<file path="config.mk">
export PLATFORM = sky130hd
export DESIGN_NAME = branch_target_buffer
export DESIGN_NICKNAME = d
export VERILOG_FILES = /design/src/rtl/branch_target_buffer.sv
export SDC_FILE = /design/constraint.sdc
export NUM_CORES = 2
export LEC_CHECK = 0
export BUFFER_PORTS_ARGS = -buffer_cell sky130_fd_sc_hd__buf_2
export CORE_MARGIN = 1
export CORE_UTILIZATION = 65
export CTS_BUF_LIST = sky130_fd_sc_hd__clkbuf_8
export CTS_CLUSTER_SIZE = 16
export DETAILED_ROUTE_END_ITERATION = 10
export PLACE_DENSITY_LB_ADDON = 0.25
export SYNTH_ARGS = -nofsm -noshare
export SYNTH_HDL_FRONTEND = slang
export SYNTH_SLANG_ARGS = --single-unit
</file>
<file path="constraint.sdc">
create_clock -name clk -period 6.5 [get_ports clk]
set_input_delay 0.975 -clock clk [delete_from_list [all_inputs] [get_ports clk]]
set_output_delay 0.975 -clock clk [all_outputs]
set_load 0.05 [all_outputs]
</file>
<file path="src/rtl/branch_target_buffer.sv">
// Direct-mapped BTB with 2-bit saturating direction counters, combinational lookup, MEM-stage training.
// Optional BTB_STATS_EN adds hit/mispredict statistics counters and their ports.
module branch_target_buffer #(
   parameter int ENTRIES = 16,
   parameter int IDX_W   = 4,
   parameter int XLEN    = 32
) (
   input  logic            clk,
   input  logic            rst,
   input  logic [XLEN-1:0] if_pc,
   output logic            bp_hit,
   output logic            bp_taken,
   output logic [XLEN-1:0] bp_target,
   input  logic            upd_valid,
   input  logic [XLEN-1:0] upd_pc,
   input  logic            upd_taken,
   input  logic [XLEN-1:0] upd_target,
   input  logic            inv
`ifdef BTB_STATS_EN
  ,output logic [31:0]     stat_lookups,
   output logic [31:0]     stat_mispred
`endif
);

   localparam int TAG_W = XLEN - 2 - IDX_W;

   logic [ENTRIES-1:0]             valid_q;
   logic [ENTRIES-1:0][TAG_W-1:0] tag_q;
   logic [ENTRIES-1:0][XLEN-1:0]  tgt_q;
   logic [ENTRIES-1:0][1:0]       ctr_q;

   logic [IDX_W-1:0] lk_idx, up_idx;
   logic [TAG_W-1:0] lk_tag, up_tag;
   logic             up_hit, up_pred;

   logic             wr_en;
   logic [1:0]       ctr_d;
   logic [XLEN-1:0]  tgt_d;

   // Address bits below the word offset never take part in indexing or tagging.
   logic unused_pc_lsbs;
   assign unused_pc_lsbs = ^{if_pc[1:0], upd_pc[1:0]};

   assign lk_idx = if_pc[IDX_W+1:2];
   assign lk_tag = if_pc[XLEN-1:IDX_W+2];
   assign up_idx = upd_pc[IDX_W+1:2];
   assign up_tag = upd_pc[XLEN-1:IDX_W+2];

   assign bp_hit    = valid_q[lk_idx] && (tag_q[lk_idx] == lk_tag);
   assign bp_taken  = bp_hit && ctr_q[lk_idx][1];
   assign bp_target = bp_hit ? tgt_q[lk_idx] : '0;

   assign up_hit  = valid_q[up_idx] && (tag_q[up_idx] == up_tag);
   assign up_pred = up_hit && ctr_q[up_idx][1];

   always_comb begin
      wr_en = 1'b0;
      ctr_d = ctr_q[up_idx];
      tgt_d = tgt_q[up_idx];
      if (upd_valid && !inv) begin
         if (up_hit) begin
            wr_en = 1'b1;
            if (upd_taken) begin
               ctr_d = (ctr_q[up_idx] == 2'b11) ? 2'b11 : ctr_q[up_idx] + 2'd1;
               tgt_d = upd_target;
            end else begin
               ctr_d = (ctr_q[up_idx] == 2'b00) ? 2'b00 : ctr_q[up_idx] - 2'd1;
            end
         end else if (upd_taken) begin
            // Allocation evicts whatever lives at this index, starting weakly taken.
            wr_en = 1'b1;
            ctr_d = 2'b10;
            tgt_d = upd_target;
         end
      end
   end

   always_ff @(posedge clk or negedge rst) begin
      if (!rst) begin
         valid_q <= '0;
         tag_q   <= '0;
         tgt_q   <= '0;
         for (int i = 0; i < ENTRIES; i++) ctr_q[i] <= 2'b01;
      end else if (inv) begin
         valid_q <= '0;
      end else if (wr_en) begin
         valid_q[up_idx] <= 1'b1;
         tag_q[up_idx]   <= up_tag;
         tgt_q[up_idx]   <= tgt_d;
         ctr_q[up_idx]   <= ctr_d;
      end
   end

`ifdef BTB_STATS_EN
   logic [31:0] lookups_q, mispred_q;
   logic        mispred;

   // A taken prediction with a stale target is as costly as a wrong direction.
   assign mispred = upd_valid &&
                    ((up_pred != upd_taken) ||
                     (up_pred && upd_taken && (tgt_q[up_idx] != upd_target)));

   always_ff @(posedge clk or negedge rst) begin
      if (!rst) begin
         lookups_q <= '0;
         mispred_q <= '0;
      end else begin
         if (bp_hit)  lookups_q <= lookups_q + 32'd1;
         if (mispred) mispred_q <= mispred_q + 32'd1;
      end
   end

   assign stat_lookups = lookups_q;
   assign stat_mispred = mispred_q;
`endif

endmodule

</file>
# == Word-level counts from Yosys, hierarchy flattened ==
# Cells that the tools add are included.
# Widths: inputs -> output; s select.
# word_totals
inputBits,101
output_inout_bits,34
elab_cells,109
mem_bits_ro,0
ram_bits,0
latch_bits,0
n_memories,0
ff_bits,976
# op_classes
n_mul,0
n_eq_ne,3
n_lt_le_gt_ge,3
n_addsub,2
bitwise_logic,2
n_shift,0
div_mod_pow,0
reduce_logical,9
muxes,41
# ops
operator,n
$bwmux 512,1
$bwmux 416,1
$bmux 32 s4,2
$bmux 26 s4,2
$mux 32,6
$demux 32 s4,1
$demux 26 s4,1
$mux 26,3
$eq 26x26->1,2
$bwmux 32,1
$mux 16,2
$mux 2,9
$bmux 2 s4,2
$or 16x16->16,1
$lt 4x5->1 const B,2
$bmux 1 s4,2
$demux 2 s4,1
$mux 1,6
$logic_and 1x1->1,5
$demux 1 s4,1
$ge 4x1->1 const B,1
$add 2x1->2 const B,1
$eq 2x2->1 const B,1
$logic_not 2->1,1
5 further kinds,5

# == Longest topological paths before layout ==
# depth
word_depth,8
ltp_mapped,16
ltp_nobuf,9

# == Worst setup path before layout ==
# No wires, ideal clock.
# synth_path
path_kind,input-to-output
startpoint,in if_pc[2]
endpoint,out bp_target[10]
path_buffers,4
setup_slack_ns,0.962
required_ns,5.525
stages,10
arrival_ns,4.563
cell_sequence,clkbuf_1 -> buf_2 -> buf_1 -> mux4_2 -> mux4_2 -> xor2_1 -> nor4_1 -> nand4_1 -> clkbuf_1 -> nor2b_1
# synth_via
elab_chain_cells,5
word_cells_on_any_way,9
cone_classes,eq/ne (1); mux (7); reduce/logical (1)
# synth_lines
element,line_no,text
"start, declared",10,"input logic [XLEN-1:0] if_pc,"
$bmux 26 s4,49,assign bp_hit = valid_q[lk_idx] && (tag_q[lk_idx] == lk_tag);
$mux 26 (not written as such),49,
$eq 26x26->1,49,
$logic_and 1x1->1,49,
$mux 32 *,51,assign bp_target = bp_hit ? tgt_q[lk_idx] : '0;
"end, declared",13,"output logic [XLEN-1:0] bp_target,"
# Every way passes the cells marked *; elsewhere a longest branch is shown, timed or not. The select of a mux whose other input is x is not followed.

# == Worst setup path after layout ==
# layout_path
startpoint,in if_pc[2]
endpoint,out bp_taken
# layout_via
elab_chain_cells,5
word_cells_on_any_way,9
cone_classes,eq/ne (1); mux (6); reduce/logical (2)
# layout_lines
element,line_no,text
$bmux 26 s4,49,
$mux 26 (not written as such),49,
$eq 26x26->1,49,
$logic_and 1x1->1,49,
$logic_and 1x1->1 *,50,assign bp_taken = bp_hit && ctr_q[lk_idx][1];
"end, declared",12,"output logic bp_taken,"
# Marks and branches as above.

==> results.cfg <==
[outcome]
status = finished, final reports clean

[drt]
via_per_inst = 7.17
wirelength_um = 139000
ant_nets = 0
wl_per_cell_um = 30.6
dr.pass1.iters = 5
num_vias = 32500
initialDrtViolationCount = 3238
drc = 0

[setup_path]
arrival_ns = 4.65
critPathTopFamily = buffers and inverters
critPathRequiredTime_ns = 5.52
reg2reg_from = tag_q[411]$_DFFE_PN0P_
startpoint_type = primary input
r2r_cells = 11
criticalPathCategory = primary input to output port
crit_fanout = 34
path_cells = buf_8, buf_12, mux4_2, mux4_2, xnor2_1, nand4_1, nor2_1, nand4_1, buf_4, nor2b_1, buf_2
r2r_end = tag_q[153]$_DFFE_PN0P_
rrSetupSlack_ns = 2.04
cpPeakStageDelay_ns = 0.54
crit_buf_inv = 4
cp-end-kind = output port
slowest_stage = mux4_2

[place]
gp_congestion = 0.896
placed_area_mm2 = 0.0542
hpwl_um = 81600
portBuffers = 130
place_inst = 4233

[worst_hold_path]
hold_class = primary input to async pin

[floorplan]
coreArea_mm2 = 0.0804
die_x_um = 287
fp.dieArea_mm2 = 0.0822
initial_core_util = 0.655
io-pin-count = 135
rows = 104
die_h_um = 287

[yosys]
synth_area_leader_cell = dfrtp_1
avgSynthCellArea_um2 = 16.0
synth_top_cells_by_count = dfrtp_1 (960), mux2_1 (590), mux4_2 (563)
synth.top_cells.by_area = dfrtp_1 (46%), mux4_2 (24%), mux2_1 (13%), mux2_2 (8.0%), clkbuf_1 (1.2%)
yosysTopAreaCellShare = 0.456
async_flop_share = 1.00
synth_most_common_cell = dfrtp_1
synthFlopType = dfrtp_1
syn_nets = 3401
ys_seq_area_frac = 0.464
syn_area_mm2 = 0.0527
ys_ff_latch = 976
synth_warnings = 0
synth-edff-count = 0
synth_cells = 3300
ys_types = 55

[finish]
final_cell_area_mm2 = 0.0576
drive_above_1_share = 0.413
regArea_mm2 = 0.0244
layout.cells.non_filler = 4530
multi_input_comb_area_mm2 = 0.0266
nFillCells = 5027
area_growth_pct = 9.27
final_nets = 3441

[cts]
clockBufferDepth = 3
cts_resized = 0
cts_tree = yes
clk_pin_slew_ns = 0.06
clock-sinks = 976
cts_buffers = 165
cts_root_buffer = clkbuf_8
cts_max_level = 4
clock_latency_ns = 0.85
postCtsSetupBuffers = 0
cts_hold_buf = 0

[global_route]
grt_util_all_layers = 0.352
antenna_found_initial = 10
grt-ovfl-total = 0
grt_first_pass_wirelength_um = 216000
grt_pass1_vias = 35000
grt_max_degree = 194

[timing]
period_needed_ns = 5.63
setup_violations = 0
slew_headroom = 0.225
grt_setup_unrepaired = no
final_hold_viol_count = 0
max_freq_mhz = 178
setup_tns_ns = 0
tightest_slew_ns = 1.16
fin_skew_ns = 0.0536
maxSlewViolCount = 0
period_share = 0.866

[power]
irDropWorstVdd_mv = 0.185
p_per_area_mw_per_mm2 = 250
p_leak_nw = 27.0
fin_total_pwr_mw = 14.4

[job]
drv_cap = 0
cells in the final DEF (no fill, tap or decap), drive strengths merged, types with 4 or more instances in the layout:
cell	n
mux2	965
dfrtp	960
mux4	563
buf	217
clkbuf	211
nand2	112
inv	87
mux2i	59
nor2b	41
xnor2	39
a21oi	25
xor2	20
clkinv	19
dfstp	16
nor2	14
o211ai	13
nand4	8
a22o	8
a221oi	8
a22oi	7
o22ai	7
nor3	6
a211oi	6
nor4	6
o2111ai	5
diode	4
nand2b	4
final cells by class:
cell class / count / area share
Inverter: 29 / 0.00189
Tap cell: 1060 / 0.0230
Multi-Input combinational cell: 1951 / 0.462
Sequential cell: 976 / 0.425
Antenna cell: 4 / 0.000174
Timing Repair Buffer: 217 / 0.0298
Clock buffer: 211 / 0.0505
Clock inverter: 82 / 0.00820
layer usage:
layer	track usage	vias to the layer above	part of all wire
met2	0.558	1627	0.49
met1	0.483	17600	0.39
li1	-	12900	-
met4	0.141	12	0.037
met5	0	-	0.00058
met3	0.0742	329	0.079
worst max-delay path by stage:
stage                    from                     end  depth (start not counted)
floorplan            if_pc[2]           bp_target[10]                         10
global placement    upd_pc[2]  tag_q[153]$_DFFE_PN0P_                         12
detailed placement  upd_pc[2]  tag_q[153]$_DFFE_PN0P_                         12
CTS                  if_pc[2]                bp_taken                         11
global route         if_pc[2]                bp_taken                         12
finish               if_pc[2]                bp_taken                         11
through the flow:
stage	setup slack [ns]	hold slack, ns	utilization
floorplan	0.962	0.476	-
global placement	0.836	0.485	0.674
detailed placement	0.815	0.500	0.674
CTS	0.865	0.254	0.716
global route	0.768	0.295	0.716
finish	0.872	0.227	0.716
cells by family (layout without fill, tap and decap cells):
logic type             Yosys count  in the layout  share of synthesized area
flip-flops                     976            976                      0.464
other                            0              4                          0
XOR/XNOR                        59             59                    0.00981
AND/OR/NAND/NOR                203            203                     0.0181
AO/OA/AOI/OAI                  102            102                     0.0167
multiplexers                  1587           1587                      0.458
buffers and inverters          373            539                     0.0331
flip-flops by register name (all words and copies together) (netlist names):
signal and count:
ctr_q 32, tag_q 416, tgt_q 512, valid_q 16
power breakdown:
part           switching [mW]  internal [mW]
clock                    2.56           3.00
sequential              0.352           6.54
combinational           0.923          0.996
total                    3.83           10.5
worst register-to-register path, stage by stage, from the launching register on:
cell	delay, ns
dfrtp_1	0.39
mux4_2	0.50
mux2i_1	0.17
xor2_1	0.35
nand4_1	0.31
nor4_1	0.43
o22ai_1	0.27
nor4_2	0.49
buf_12	0.28
o211ai_4	0.37
buf_4	0.40
mux2_1	0.34
(Power assumes the default switching activity.)
